==> config.mk <==
export PLATFORM = sky130hd
export DESIGN_NAME = ofdm_rx_sequencer
export DESIGN_NICKNAME = d
export VERILOG_FILES = /design/src/rtl/ofdm_rx_sequencer.sv
export SDC_FILE = /design/constraint.sdc
export NUM_CORES = 1
export LEC_CHECK = 0
export CAP_MARGIN = 25
export CORE_UTILIZATION = 51
export DETAILED_ROUTE_END_ITERATION = 7
export GPL_ROUTABILITY_DRIVEN = 0
export GPL_TIMING_DRIVEN = 1
export PLACE_DENSITY = 0.76
export SYNTH_ARGS = -nofsm -noshare
export SYNTH_HDL_FRONTEND = slang
export SYNTH_SLANG_ARGS = --single-unit
==> constraint.sdc <==
create_clock -name clk -period 2.4 [get_ports clk]
set_input_delay 0.48 -clock clk [delete_from_list [all_inputs] [get_ports clk]]
set_output_delay 0.48 -clock clk [all_outputs]
set_load 0.05 [all_outputs]
==> src/rtl/ofdm_rx_sequencer.sv <==
// Control FSM for OFDM RX time sync: gates sample capture, sequences metric/peak/CP-removal
// engines by start/done handshakes, then streams the CP-free frame with valid/ready.
module ofdm_rx_sequencer #(
  parameter int CAPTURE_LEN = 2240,
  parameter int BURST_LEN   = 1120,
  parameter int OUT_LEN     = 336,
  parameter int TIMEOUT     = 8192
) (
  input  logic        clk,
  input  logic        rst_n,
  input  logic        wren,
  input  logic        tx_done,
  output logic        cap_we,
  output logic [11:0] cap_addr,
  output logic        sync_start,
  input  logic        sync_done,
  output logic        det_start,
  input  logic        det_done,
  input  logic [11:0] det_index,
  output logic [11:0] frame_index,
  output logic        cprm_start,
  input  logic        cprm_done,
  output logic [8:0]  rd_ptr,
  output logic        out_valid,
  input  logic        out_ready,
  output logic        out_last,
  output logic        busy,
  output logic [2:0]  state,
  output logic        err_timeout,
  output logic        err_range,
  output logic [15:0] frame_cnt
);

  localparam logic [2:0] S_IDLE    = 3'd0;
  localparam logic [2:0] S_CAPTURE = 3'd1;
  localparam logic [2:0] S_SYNC    = 3'd2;
  localparam logic [2:0] S_DETECT  = 3'd3;
  localparam logic [2:0] S_CPRM    = 3'd4;
  localparam logic [2:0] S_STREAM  = 3'd5;

  localparam int TW = $clog2(TIMEOUT + 1);
  localparam logic [11:0]   CAP_LEN12 = 12'(CAPTURE_LEN);
  localparam logic [11:0]   CAP_LAST  = 12'(CAPTURE_LEN - 1);
  localparam logic [11:0]   IDX_MAX   = 12'(CAPTURE_LEN - BURST_LEN);
  localparam logic [8:0]    PTR_LAST  = 9'(OUT_LEN - 1);
  localparam logic [TW-1:0] T_LAST    = TW'(TIMEOUT - 1);

  logic [2:0]    state_q;
  logic [11:0]   cap_cnt;
  logic [TW-1:0] tmr;
  logic [8:0]    rd_ptr_q;
  logic [11:0]   frame_index_q;
  logic [15:0]   frame_cnt_q;
  logic          err_timeout_q;
  logic          err_range_q;

  logic in_eng;
  logic start_cyc;
  logic eng_done;
  logic cap_ok;
  logic xfer;

  assign in_eng    = (state_q == S_SYNC) || (state_q == S_DETECT) || (state_q == S_CPRM);
  // The timer is zero only in the first cycle of an engine state, which doubles as the strobe.
  assign start_cyc = in_eng && (tmr == '0);

  always_comb begin
    eng_done = 1'b0;
    case (state_q)
      S_SYNC:   eng_done = sync_done;
      S_DETECT: eng_done = det_done;
      S_CPRM:   eng_done = cprm_done;
      default:  eng_done = 1'b0;
    endcase
  end

  assign cap_ok = wren && !tx_done &&
                  ((state_q == S_IDLE) || ((state_q == S_CAPTURE) && (cap_cnt < CAP_LEN12)));

  assign cap_we      = cap_ok;
  assign cap_addr    = (state_q == S_IDLE) ? 12'd0 : cap_cnt;
  assign sync_start  = start_cyc && (state_q == S_SYNC);
  assign det_start   = start_cyc && (state_q == S_DETECT);
  assign cprm_start  = start_cyc && (state_q == S_CPRM);
  assign out_valid   = (state_q == S_STREAM);
  assign out_last    = out_valid && (rd_ptr_q == PTR_LAST);
  assign xfer        = out_valid && out_ready;
  assign busy        = (state_q != S_IDLE);
  assign state       = state_q;
  assign rd_ptr      = rd_ptr_q;
  assign frame_index = frame_index_q;
  assign frame_cnt   = frame_cnt_q;
  assign err_timeout = err_timeout_q;
  assign err_range   = err_range_q;

  always_ff @(posedge clk or negedge rst_n) begin
    if (!rst_n) begin
      state_q       <= S_IDLE;
      cap_cnt       <= 12'd0;
      tmr           <= '0;
      rd_ptr_q      <= 9'd0;
      frame_index_q <= 12'd0;
      frame_cnt_q   <= 16'd0;
      err_timeout_q <= 1'b0;
      err_range_q   <= 1'b0;
    end else if (tx_done) begin
      // Abort outranks every other event; frame bookkeeping survives it.
      state_q       <= S_IDLE;
      cap_cnt       <= 12'd0;
      tmr           <= '0;
      rd_ptr_q      <= 9'd0;
      err_timeout_q <= 1'b0;
      err_range_q   <= 1'b0;
    end else begin
      case (state_q)
        S_IDLE: begin
          if (wren) begin
            cap_cnt <= 12'd1;
            state_q <= S_CAPTURE;
          end
        end
        S_CAPTURE: begin
          if (cap_ok) begin
            cap_cnt <= cap_cnt + 12'd1;
            if (cap_cnt == CAP_LAST) begin
              state_q <= S_SYNC;
              tmr     <= '0;
            end
          end
        end
        S_SYNC, S_DETECT, S_CPRM: begin
          if (start_cyc) begin
            tmr <= tmr + 1'b1;
          end else if (eng_done) begin
            tmr <= '0;
            case (state_q)
              S_SYNC: state_q <= S_DETECT;
              S_DETECT: begin
                if (det_index <= IDX_MAX) begin
                  frame_index_q <= det_index;
                  state_q       <= S_CPRM;
                end else begin
                  err_range_q <= 1'b1;
                  state_q     <= S_IDLE;
                end
              end
              default: begin
                rd_ptr_q <= 9'd0;
                state_q  <= S_STREAM;
              end
            endcase
          end else if (tmr == T_LAST) begin
            // Done in the last counted cycle still wins; the flag lands exactly TIMEOUT cycles after start.
            err_timeout_q <= 1'b1;
            tmr           <= '0;
            state_q       <= S_IDLE;
          end else begin
            tmr <= tmr + 1'b1;
          end
        end
        S_STREAM: begin
          if (xfer) begin
            if (rd_ptr_q == PTR_LAST) begin
              rd_ptr_q    <= 9'd0;
              frame_cnt_q <= frame_cnt_q + 16'd1;
              state_q     <= S_IDLE;
            end else begin
              rd_ptr_q <= rd_ptr_q + 9'd1;
            end
          end
        end
        default: state_q <= S_IDLE;
      endcase
    end
  end

endmodule
==> impl_metrics.yaml <==
synth:
  synthXorXnorAreaFrac_pct: 4.83
  synth_top_area_share_pct: 44.7
  synth_ff_type: "dfrtp_1"
  yosysTopAreaCell: "dfrtp_1"
  synth-edff-count: 0
  yosys.area_share.simple_pct: 25.8
  synth_area_leaders: "dfrtp_1 45%, a31oi_1 5.4%, nand3_1 3.4%"
  synthArstFlopShare_pct: 100
  synth_seq_cells: 68
  synthesis.area_um2: 3810
  yosysWarnings: 0
  synth.distinct_cells: 66
  mappedNetlistNets: 414
  ys_seq_area_share_pct: 44.7
  synthCells: 389
  synth_fa_ha_area_share_pct: 1.64
  synth_compound_area_share_pct: 15.2
  synth_top_family_by_area: "simple AND/OR/NAND/NOR gates"
  yosys-mux-area-fraction_pct: 4.40
  synth.avg_cell_area_um2: 9.79
worst_setup_path:
  ff2ff_path_depth: 6
  cp_max_fo: 7
  start_kind: "flip-flop"
  r2r_slack_ns: 0.10
  path_class: "flip-flop to output port"
  startpoint: "rd_ptr[4]"
  rr_endpoint: "state[2]"
  end_kind: "output port"
  cp.required_ns: 1.92
  timing.rr.start: "state[1]"
  setup.worst_path.end: "out_last"
  cp_data_arrival_time_ns: 1.86
timing:
  holdWs_ns: 0.125
  hold_viol_final: 0
  slew_headroom_pct: 61.3
  max_freq_mhz: 427
  final_max_slew_viol_count: 0
  layout_min_cycle_time_ns: 2.34
  post-route-period-util_pct: 97.6
  worst_slew_pin_slew_ns: 0.580
  rsz0062_at_grt: "yes"
  skew_ns: 0.0108
  setup_viol: 0
power_and_ir_drop:
  power.density_nw_per_um2: 682
  switchingPower_uw: 1330
  p_clk_share_pct: 26.6
  p_comb_share_pct: 39.8
  leakage_uw: 0.00237
  pwr-share-seq_pct: 33.6
  p_int_uw: 2340
  swShare_pct: 36.3
  ir_drop_uv: 507
die:
  die_x_um: 88.4
  core_area_um2: 7250
  io_pins: 81
  die_height_um: 88.4
  placementRows: 31
  start_util_pct: 52.5
  die-area_um2: 7820
drt:
  first_pass_iters: 4
  antenna_left: 0
  first_iter_violations: 267
  vias: 3530
  drc_errors: 0
  drt_wl_total_um: 9580
  wl_per_cell_um: 15.7
  post_drt_via_cell_ratio: 5.78
final_layout:
  drive_gt1_share_pct: 24.2
  fin_nets: 532
  post-route-util_pct: 74.3
  mostFrequentLayoutCell: "dfrtp_1"
  n_antenna_cell: 0
  final_cell_mix: "66 x dfrtp_1, 56 x clkdlybuf4s50_1, 54 x buf_4"
  syn_to_final_growth_pct: 41.4
clock_network:
  root_buffer: "clkbuf_8"
  clock_latency_ns: 0.35
  path_clk_slew_ns: 0.08
  cts_tree: "done"
  htreeDepth: 3
  cts_sinks: 68
  cts_buffers: 9
  cts_hold_buf: 0
  cts_buffer_depth: 2
outcome:
  status: "complete, no violations"
global_route:
  grt.total_usage_pct: 25.8
  overflow: 0
  grt_pass1_wl_um: 15600
  grt_pass1_vias: 3302
  antenna_found_initial: 0
  grt_max_degree: 69
min_path:
  min_path_type: "primary input to asynchronous set/reset pin"
place:
  dpl.hpwl_um: 6540
  io_buffer_count: 80
run:
  drv_cap: 0
routing by layer:
metal | track usage [%] | wire (µm)
met2 | 41.4 | 4670
met1 | 35.1 | 4300
met5 | 0 | 0
met3 | 5.50 | 426
met4 | 7.77 | 176
worst max-delay path: stages (launching register included):
cell and delay, ns:
dfrtp_1 0.45, nand4bb_1 0.25, or3_4 0.41, nor3_4 0.24, buf_12 0.17
worst min path at each step:
stage | startpoint | end | slack [ns] | cells after the start
2_1_floorplan | rst_n | cap_cnt[0] | 0.18 | 0
3_5_place_dp | frame_cnt[15] | frame_cnt[15] | 0.47 | 1
3_3_place_gp | frame_cnt[15] | frame_cnt[15] | 0.46 | 1
4_1_cts | rst_n | tmr[7] | 0.15 | 2
6_report | rst_n | frame_cnt[14] | 0.13 | 2
5_1_grt | rst_n | rd_ptr[4] | 0.15 | 2
stage by stage:
step | instance area, µm² | power [µW] | TNS [ns] | instances | setup WS, ns
final | 5390 | 3670 | 0 | 611 | 0.0573
after CTS | 5260 | 3590 | 0 | 605 | 0.000950
after floorplan | 3830 | 2010 | -0.184 | 389 | -0.134
after global placement | 5010 | 2530 | -5.73 | 586 | -0.269
after detailed placement | 5010 | 2550 | -7.05 | 586 | -0.316
after global routing | 5390 | 3860 | -0.0574 | 611 | -0.0270
final cells by class:
| type | instances | area, µm² |
|---|---|---|
| Multi-Input combinational cell | 292 | 2090 |
| Sequential cell | 68 | 1700 |
| Clock inverter | 6 | 63.8 |
| Timing Repair Buffer | 127 | 1230 |
| Clock buffer | 10 | 138 |
| Inverter | 9 | 33.8 |
| Tap cell | 99 | 124 |
| Fill cell | 525 | 1870 |
flip-flops by register name (all words and copies together) (netlist names):
| register | flops |
|---|---|
| rd_ptr | 9 |
| frame_index | 12 |
| frame_cnt | 16 |
| cap_cnt | 12 |
| err_range | 1 |
| tmr | 14 |
| err_timeout | 1 |
| state | 3 |
power by group through the flow:
| stage | Combinational, µW | Sequential (µW) | Clock, µW |
|---|---|---|---|
| floorplan | 699 | 1310 | 0 |
| global route | 1580 | 1240 | 1050 |
| CTS | 1370 | 1230 | 989 |
| finish | 1460 | 1230 | 977 |
| detailed placement | 1300 | 1250 | 0 |
| global placement | 1280 | 1250 | 0 |
timing repair:
| action | 4_1_cts | 5_1_grt |
|---|---|---|
| setup buffers | 3 | 6 |
| resized for setup | 9 | 16 |
| setup endpoints to repair | 17 | 29 |
| pin swaps | 3 | 6 |
cells by family after synthesis:
kind of cell	after synthesis
simple gates	167
compound gates	84
flops	68
buf+inv	29
xor+xnor	21
mux	15
fa+ha+maj	5
cell usage after synthesis, drive strengths merged (2+ instances only):
cell     count
nand2       18
nand3b      10
inv          9
o22ai        2
mux2        14
o21ai       12
nand4b       2
nor2        26
and2        14
and3b        2
nor4         7
xor2         8
clkbuf       7
or4          2
or2          2
o21a         4
xnor2       13
o31ai        4
a21oi       11
ha           5
nor3        10
o2111ai      4
nand2b       8
buf         13
or3          7
nor2b        3
nand4        6
o211a        2
dfrtp       68
a31oi       34
and3        16
nand3       26
Note: power is estimated with default switching activity, not from simulation.
